File: src/rtl/snake_body_buffer.sv
`default_nettype none
// +----------------------------------------------------------------------------+
// | snake_body_buffer                                                          |
// | Circular buffer of snake head positions; turns each head move into VGA     |
// | pixel writes (erase tail, draw head). Optional SNAKE_SELF_HIT_EN adds the  |
// | body-compare (CHECK) pass and the self_hit flag.                           |
// | Rev 1.0                                                                    |
// +----------------------------------------------------------------------------+
module snake_body_buffer #(
   parameter int         MAX_LEN     = 64,
   parameter int         INIT_LEN    = 4,
   parameter int         LEN_W       = 7,
   parameter logic [2:0] BG_COLOUR   = 3'b000,
   parameter logic [2:0] BODY_COLOUR = 3'b010
) (
   input  logic             clk,
   input  logic             resetn,
   input  logic             head_valid,
   input  logic [7:0]       head_x,
   input  logic [6:0]       head_y,
   input  logic             grow,
   output logic             plot,
   output logic [7:0]       x,
   output logic [6:0]       y,
   output logic [2:0]       colour,
   output logic             busy,
   output logic [LEN_W-1:0] length,
   output logic             overrun,
   output logic             self_hit
);

   localparam int PTR_W = (MAX_LEN > 1) ? $clog2(MAX_LEN) : 1;
   localparam logic [PTR_W-1:0] c_ptr_last = PTR_W'(MAX_LEN - 1);
   localparam logic [LEN_W-1:0] c_max_len  = LEN_W'(MAX_LEN);
   localparam logic [LEN_W-1:0] c_init_len = LEN_W'(INIT_LEN);
   localparam logic [LEN_W-1:0] c_one      = LEN_W'(1);
`ifdef SNAKE_SELF_HIT_EN
   localparam logic c_check_en = 1'b1;
`else
   localparam logic c_check_en = 1'b0;
`endif

   typedef enum logic [1:0] {
      S_IDLE  = 2'd0,
      S_ERASE = 2'd1,
      S_CHECK = 2'd2,
      S_DRAW  = 2'd3
   } state_t;

   state_t           r_state;
   logic [PTR_W-1:0] r_rd_ptr, r_wr_ptr, r_chk_ptr;
   logic [LEN_W-1:0] r_length, r_credit, r_chk_cnt;
   logic [7:0]       r_head_x;
   logic [6:0]       r_head_y;
   logic             r_plot, r_busy, r_overrun, r_self_hit;
   logic [7:0]       r_x;
   logic [6:0]       r_y;
   logic [2:0]       r_colour;
   logic [7:0]       r_mem_x [MAX_LEN];
   logic [6:0]       r_mem_y [MAX_LEN];

   logic [LEN_W-1:0] w_credit_inc;
   logic             w_grow_move;
   logic             w_hit;

   function automatic logic [PTR_W-1:0] f_inc(input logic [PTR_W-1:0] p);
      return (p == c_ptr_last) ? '0 : p + PTR_W'(1);
   endfunction

   // A grow pulse coincident with head_valid counts before the move decision.
   assign w_credit_inc = (grow && (r_credit != c_max_len)) ? r_credit + c_one : r_credit;
   assign w_grow_move  = (w_credit_inc != '0) && (r_length < c_max_len);
   assign w_hit        = (r_mem_x[r_chk_ptr] == r_head_x) && (r_mem_y[r_chk_ptr] == r_head_y);

   always_ff @(posedge clk or negedge resetn) begin
      if (!resetn) begin
         r_state    <= S_IDLE;
         r_rd_ptr   <= '0;
         r_wr_ptr   <= '0;
         r_chk_ptr  <= '0;
         r_chk_cnt  <= '0;
         r_length   <= '0;
         r_credit   <= c_init_len;
         r_head_x   <= '0;
         r_head_y   <= '0;
         r_plot     <= 1'b0;
         r_x        <= '0;
         r_y        <= '0;
         r_colour   <= BG_COLOUR;
         r_busy     <= 1'b0;
         r_overrun  <= 1'b0;
         r_self_hit <= 1'b0;
      end else begin
         r_credit <= w_credit_inc;
         r_plot   <= 1'b0;
         if (head_valid && (r_state != S_IDLE))
            r_overrun <= 1'b1;
         case (r_state)
            S_IDLE: begin
               if (head_valid) begin
                  r_head_x <= head_x;
                  r_head_y <= head_y;
                  r_busy   <= 1'b1;
                  if (w_grow_move) begin
                     r_credit <= w_credit_inc - c_one;
                     if (c_check_en && (r_length != '0)) begin
                        r_state   <= S_CHECK;
                        r_chk_ptr <= r_rd_ptr;
                        r_chk_cnt <= r_length;
                     end else begin
                        r_state  <= S_DRAW;
                        r_plot   <= 1'b1;
                        r_x      <= head_x;
                        r_y      <= head_y;
                        r_colour <= BODY_COLOUR;
                     end
                  end else begin
                     r_state  <= S_ERASE;
                     r_plot   <= 1'b1;
                     r_x      <= r_mem_x[r_rd_ptr];
                     r_y      <= r_mem_y[r_rd_ptr];
                     r_colour <= BG_COLOUR;
                  end
               end
            end
            S_ERASE: begin
               r_rd_ptr <= f_inc(r_rd_ptr);
               r_length <= r_length - c_one;
               if (c_check_en && (r_length != c_one)) begin
                  r_state   <= S_CHECK;
                  r_chk_ptr <= f_inc(r_rd_ptr);
                  r_chk_cnt <= r_length - c_one;
               end else begin
                  r_state  <= S_DRAW;
                  r_plot   <= 1'b1;
                  r_x      <= r_head_x;
                  r_y      <= r_head_y;
                  r_colour <= BODY_COLOUR;
               end
            end
            S_CHECK: begin
               if (w_hit)
                  r_self_hit <= 1'b1;
               r_chk_ptr <= f_inc(r_chk_ptr);
               r_chk_cnt <= r_chk_cnt - c_one;
               if (r_chk_cnt == c_one) begin
                  r_state  <= S_DRAW;
                  r_plot   <= 1'b1;
                  r_x      <= r_head_x;
                  r_y      <= r_head_y;
                  r_colour <= BODY_COLOUR;
               end
            end
            S_DRAW: begin
               r_wr_ptr <= f_inc(r_wr_ptr);
               r_length <= r_length + c_one;
               r_state  <= S_IDLE;
               r_busy   <= 1'b0;
            end
            default: begin
               r_state <= S_IDLE;
               r_busy  <= 1'b0;
            end
         endcase
      end
   end

   // Body storage needs no reset; only entries below length are ever read.
   always_ff @(posedge clk) begin
      if (r_state == S_DRAW) begin
         r_mem_x[r_wr_ptr] <= r_head_x;
         r_mem_y[r_wr_ptr] <= r_head_y;
      end
   end

   assign plot     = r_plot;
   assign x        = r_x;
   assign y        = r_y;
   assign colour   = r_colour;
   assign busy     = r_busy;
   assign length   = r_length;
   assign overrun  = r_overrun;
   assign self_hit = r_self_hit;

endmodule
`default_nettype wire

File: config.mk
export PLATFORM = sky130hd
export DESIGN_NAME = snake_body_buffer
export DESIGN_NICKNAME = d
export VERILOG_FILES = /design/src/rtl/snake_body_buffer.sv
export SDC_FILE = /design/constraint.sdc
export NUM_CORES = 1
export LEC_CHECK = 0
export CAP_MARGIN = 0
export CORE_ASPECT_RATIO = 2
export CORE_MARGIN = 3
export CORE_UTILIZATION = 45
export CTS_CLUSTER_DIAMETER = 150
export DETAILED_ROUTE_END_ITERATION = 8
export GPL_TIMING_DRIVEN = 0
export PLACE_DENSITY = 0.58
export SKIP_CTS_REPAIR_TIMING = 1
export SLEW_MARGIN = 20
export SYNTH_ARGS = -nofsm -noshare
export SYNTH_HDL_FRONTEND = slang
export SYNTH_SLANG_ARGS = --single-unit
File: constraint.sdc
create_clock -name clk -period 3.3 [get_ports clk]
set_input_delay 0.99 -clock clk [delete_from_list [all_inputs] [get_ports clk]]
set_output_delay 0.99 -clock clk [all_outputs]
set_load 0.03 [all_outputs]
==> results.ini, run 1 <==
[cells_and_area]
final_cells=4430
fin_nets=2992
area_delta_synth_final_pct=22.4
fill_cells=8206
drive_gt1_share_pct=41.7
fin_util_pct=55.7

[run_status]
status=finished with violations
failed_checks=setup timing

[placement]
place.detailed.hpwl_um=154000
dp.cells=4062
port_buffers=45
gp_congestion=1.05

[floorplan]
die_h_um=472
fp-row-count=170
ioPinCount=48
core_area_um2=108000
die_area_um2=113000
die_width_um=239
start_util_pct=45.5

[route]
topRoutingLayerUsed=met5
dr_wl_met3_um=22500
wirelength_um=222000
dr_wl_met2_um=105000
drc_errors=0
antenna_left=0
drtPass1Iterations=6
vias=32300
met1_length_um=65700
viasPerCell=7.28
first_iter_violations=4412
wire_per_inst_um=50.2

[synthesis]
async_reset_ff_share_pct=7.34
synth_edf_count=960
syn_inst=2580
ys_types=73
seq_area_frac_synth_pct=62.8
ys_warn_count=0
synth_area_leaders=edfxtp_1 59%, mux4_2 22%, dfrtp_1 3.8%
synth.top_cell.area_share_pct=58.9
avgSynthCellArea_um2=19.0
syn-cell-area_um2=49000
ys_ff_latch=1036
synth_top_area_cell=edfxtp_1
synth_flop_cell=edfxtp_1

[worst_setup_path]
required_ps=3930
cp_max_fo=8
cp-end-kind=register
crit_path_start_kind=register
arrival_ps=4670
critPathKind=reg -> reg

[job]
maxCapViolCount=0

[power_and_ir_drop]
max-vdd-ir-drop_mv=0.583
swShare_pct=43.3
p_int_mw=36.9
powerDensity_nw_per_um2=1090
switchingPower_mw=28.2
leakagePower_nw=19.7
clock_power_share_pct=17.1
pwr-share-comb_pct=54.4
p_seq_share_pct=28.5

[timing]
tightest_slew_ps=1150
drv_slew=0
skew_ps=20.7
finalSetupViolations=16
hold_viol_final=0
final.min_clock_period_ps=4030
fmax_ghz=0.248
timing.final.crit_share_pct=122
grt_setup_unrepaired=true
max_slew_margin_pct=23.5
worst_slack_ps=-734

[grt]
grt_usage_pct=39.1
antenna_found_initial=27
grt_overflow=0
grt_max_degree=70
grt_pass1_wl_um=286000
first_global_vias=31500

[clocking]
cts_tree=yes
clock_path_buffers=3
numCtsBuffers=92
clk_latency_ps=740
h-tree-depth=3
clock_sink_count=1036
cts-root-buf=clkbuf_16
path_clk_slew_ps=70

[hold_path]
hp-class=in -> async

==> worst max-delay path, cell delays in order, from the launching register on <==
cell and delay (ps):
dfrtp_4 590, buf_12 200, buf_16 200, buf_16 160, buf_16 170, buf_16 200
buf_16 160, buf_12 140, mux2i_1 140, a221oi_1 350, nand2_2 210, nand4_1 150
o21ai_0 190, a221oi_1 380, nand4_1 200, o41ai_2 340
==> power groups by stage <==
stage	Combinational, mW	Sequential [mW]	Clock (mW)
2_1_floorplan	14.6	18.8	0
3_3_place_gp	27.2	19.9	0
3_5_place_dp	29.6	18.7	0
4_1_cts	29.6	18.4	11.2
5_1_grt	35.5	18.6	11.7
6_report	35.4	18.6	11.2
==> Yosys cell counts, types with 10 or more instances <==
cell type  number
o21ai_0        54
clkbuf_1      101
o22ai_1        27
buf_1          26
nand3_1        33
nand4_1        12
buf_4          14
a22o_1         11
mux4_1         10
dfrtp_1        75
mux2_2         49
a21oi_1        29
edfxtp_1      960
mux4_2        479
nor2_1        102
nand2b_1       11
ha_1           19
nand2_1        70
buf_6          22
inv_1          21
nor2b_1        17
xnor2_1        27
and3_1         11
a221oi_1       10
mux2i_1       151
a22oi_1        51
buf_2          22
o221ai_1       23
==> area by class of cell <==
cell class	count	area [um^2]	area share, %
antenna	24	60.1	0.100
buffer	184	2200	3.67
clock buffer	107	2420	4.04
clock inverter	64	574	0.958
inverter	22	86.3	0.144
multi-input combinational	1333	18300	30.5
sequential	1036	30800	51.4
tap	1376	1720	2.87
timing repair buffer	284	3810	6.36
==> cells in the final DEF, fill, tap and decap left out, types with 27 or more instances in the layout <==
cell / instances
a22oi_1: 33
buf_12: 90
buf_16: 54
buf_4: 131
buf_6: 36
clkbuf_1: 35
clkbuf_16: 102
clkbuf_2: 36
clkdlybuf4s50_1: 44
dfrtp_1: 59
edfxtp_1: 960
mux2_2: 37
mux2i_1: 146
mux4_2: 481
nand2_1: 58
nor2_1: 31
nor2_4: 66
o21ai_0: 35
xnor2_1: 27
==> stage by stage <==
stage / instance area (um^2) / hold slack [ps] / power [mW] / TNS (ps) / worst slack [ps]
after global routing: 59900 / 223 / 65.8 / -4800 / -663
after global placement: 51200 / 441 / 47.1 / -965160 / -4020
final: 59900 / 201 / 65.2 / -4600 / -734
after detailed placement: 53000 / 456 / 48.3 / -149900 / -2230
after CTS: 56000 / 201 / 59.2 / -152180 / -2280
after floorplan: 49000 / 443 / 33.4 / 0 / 95.7
==> final timing paths <==
| path | from | end | slack [ps] | cells after the start |
|---|---|---|---|---|
| hold reg to reg | overrun | overrun | 470 | 1 |
| hold / removal | resetn | y[4] | 200 | 1 |
| max in group asynchronous | resetn | r_credit[2] | 2390 | 2 |
| setup / recovery | r_chk_ptr[0] | self_hit | -730 | 15 |
| setup reg to reg | r_chk_ptr[0] | self_hit | -730 | 15 |
| min in group clk | overrun | overrun | 470 | 1 |
==> sequential cells by signal, indices dropped and copies added, names as in the netlist <==
signal and count:
r_mem_y 448, r_chk_cnt 7, r_credit 7, r_wr_ptr 6
r_chk_ptr 6, x 8, r_state 2, r_head_y 7
overrun 1, self_hit 1, length 7, r_mem_x 512
colour 1, y 7, plot 1, r_head_x 8
r_rd_ptr 6, busy 1
==> cells by family after synthesis <==
| family | count (synthesis) | synth area share [%] |
|---|---|---|
| buffers and inverters | 212 | 2.26 |
| xor gates and xnor gates | 33 | 0.590 |
| AOI/OAI and AO/OA | 283 | 4.05 |
| and+or+nand+nor | 306 | 3.00 |
| muxes | 689 | 26.8 |
| DFF | 1036 | 62.8 |
| other | 1 | 0.00766 |
| adders and majority gates | 20 | 0.526 |
==> routing by layer <==
layer	track usage (%)	up-vias
li1	-	11800
met1	41.4	17100
met2	61.7	2541
met3	10.6	861
met4	38.8	16
met5	0	-
Note: power is estimated with default switching activity, not from simulation.
==> run 2, diff against run 1 <==
Settings changed: TNS_END_PERCENT set to 50.
==> run 2 against run 1 <==
The flow still finishes with violations (setup timing). Final cell count up 0.36%. Via count rose by 1.4%. Highest routed layer unchanged. Sequential power about the same. Largest cell class unchanged. Global-route usage increased by 0.60 points. Die area did not move. Sequential cell count stayed put. Critical endpoint unchanged. Core utilization increased by 0.50 points. Critical path depth fell by 2. Maximum frequency is 0.32% lower. Combinational power is 3% higher. Non-clock buffer count up 15. Clock power is essentially flat.
==> results.ini, run 2 (synthesis gave the netlist of run 1 again) <==
[run_status]
status=finished with violations
failed_checks=setup timing

[timing]
timing.final.crit_share_pct=123  ; +0.39 points
max_slew_margin_pct=10.3  ; -13 points
finalSetupViolations=69  ; +53
tns_ps=-5610  ; -1020 ps
final.min_clock_period_ps=4050  ; +12.8 ps
fmax_ghz=0.247  ; -0.32%
tightest_slew_ps=1350  ; +199 ps
skew_ps=26.5  ; +5.79 ps
grt_setup_unrepaired=true
hold_viol_final=0  ; unchanged
worst_slack_ps=-746  ; -12.8 ps
drv_slew=0  ; unchanged

[cells_and_area]
largest_register_ffs=512  ; unchanged
reg.largest.list=r_mem_x: 512 flops, r_mem_y: 448 flops
final_common_cell=edfxtp_1
final_cells=4446  ; +0.36%
final_cell_mix=960 x edfxtp_1, 480 x mux4_2, 147 x buf_4
fin_nets=3010  ; +0.60%
largest_register=r_mem_x
area_delta_synth_final_pct=23.5
drive_gt1_share_pct=42.1  ; +0.46 points

[placement]
place.detailed.hpwl_um=156000  ; +1.1%
port_buffers=45  ; unchanged
gp_congestion=1.02  ; -3.3%
place_ws_ps=-2600  ; -365 ps
dp.cells=4075  ; +0.32%

[worst_setup_path]
critPathBufInv=5  ; -2
cp_top_family=simple AND/OR/NAND/NOR gates
cp_max_fo=6  ; -2
critPathSlowestCell=dfrtp_4
cp_common_cell=buf_12
arrival_ps=4670  ; about the same
slowest_delay_ps=590  ; about the same
path_cells=buf_12, buf_16, buf_8, clkbuf_16, buf_12, mux4_2, a22oi_2, nand3_2, nand2_2, or3_1, o211ai_1, or4_1, o41ai_2
crit_path_start_kind=register
critPathKind=reg -> reg
required_ps=3930  ; about the same
cp-end-kind=register

[clocking]
clk_latency_ps=740  ; about the same
clock_sink_count=1036  ; unchanged
h-tree-depth=3  ; unchanged
numCtsBuffers=95  ; +3.3%
path_clk_slew_ps=70  ; about the same
cts-root-buf=clkbuf_16
clock_path_buffers=3  ; unchanged
cts_tree=yes

[power_and_ir_drop]
leakagePower_nw=19.9  ; +1.2%
max-vdd-ir-drop_mv=0.669  ; +15%
total_power_mw=66.2  ; +1.7%
powerDensity_nw_per_um2=1100  ; +0.79%

[route]
first_iter_violations=4916  ; +11%
drtPass1Iterations=6  ; unchanged
antenna_left=0  ; unchanged
wirelength_um=230000  ; +3.2%
wire_per_inst_um=51.6  ; +2.9%
vias=32700  ; +1.4%
viasPerCell=7.35  ; +0.99%
drc_errors=0  ; unchanged

[grt]
first_global_vias=31300  ; -0.55%
grt_overflow=0  ; unchanged
grt_usage_pct=39.7  ; +0.60 points
antenna_found_initial=26  ; -3.7%
grt_max_degree=70  ; unchanged
grt_pass1_wl_um=290000  ; +1.2%

[floorplan]
fp-row-count=170  ; unchanged
die_area_um2=113000  ; unchanged
start_util_pct=45.5  ; unchanged
core_area_um2=108000  ; unchanged
die_h_um=472  ; unchanged
die_width_um=239  ; unchanged
ioPinCount=48  ; unchanged

[job]
maxCapViolCount=0  ; unchanged

[hold_path]
hp-class=in -> async

## run 2: through the flow
step	hold slack, ps	instance area, um^2	utilization, %
2_1_floorplan	443	49000	-
3_3_place_gp	443	51100	47.5
3_5_place_dp	452	53500	49.7
4_1_cts	260	56500	52.5
5_1_grt	276	60400	56.1
6_report	269	60500	56.2
## run 2: worst paths after layout
path	start	endpoint	slack, ps	depth (start not counted)
worst max-delay path	r_chk_ptr[0]	self_hit	-750	13
worst min-delay path	resetn	y[4]	270	1
min in group clk	overrun	overrun	460	1
worst min register to register	overrun	overrun	460	1
worst max register to register	r_chk_ptr[0]	self_hit	-750	13
max in group asynchronous	resetn	r_credit[2]	2310	2
## run 2: per-layer routing
layer / vias up / part of all wire [%] / global-route usage (%)
met5: - / 0.025 / 0.0439
met4: 8 / 13 / 39.3
met3: 876 / 9.3 / 9.61
met2: 2671 / 47 / 62.5
met1: 17300 / 31 / 43.0
li1: 11800 / - / -
## run 2: area by class of cell
cell class	instances	area [um^2]
Antenna cell	30	75.1
Buffer	184	2250
Clock buffer	123	2550
Clock inverter	43	454
Fill cell	8086	47100
Inverter	22	82.6
Multi-Input combinational cell	1333	18400
Sequential cell	1036	30800
Tap cell	1376	1720
Timing Repair Buffer	299	4200
## run 2: power by group
part	total [mW]	internal [mW]	leakage [nW]	switching [mW]
Combinational	36.6	14.3	8.91	22.4
Sequential	18.4	17.0	9.55	1.37
Clock	11.2	6.09	1.47	5.15
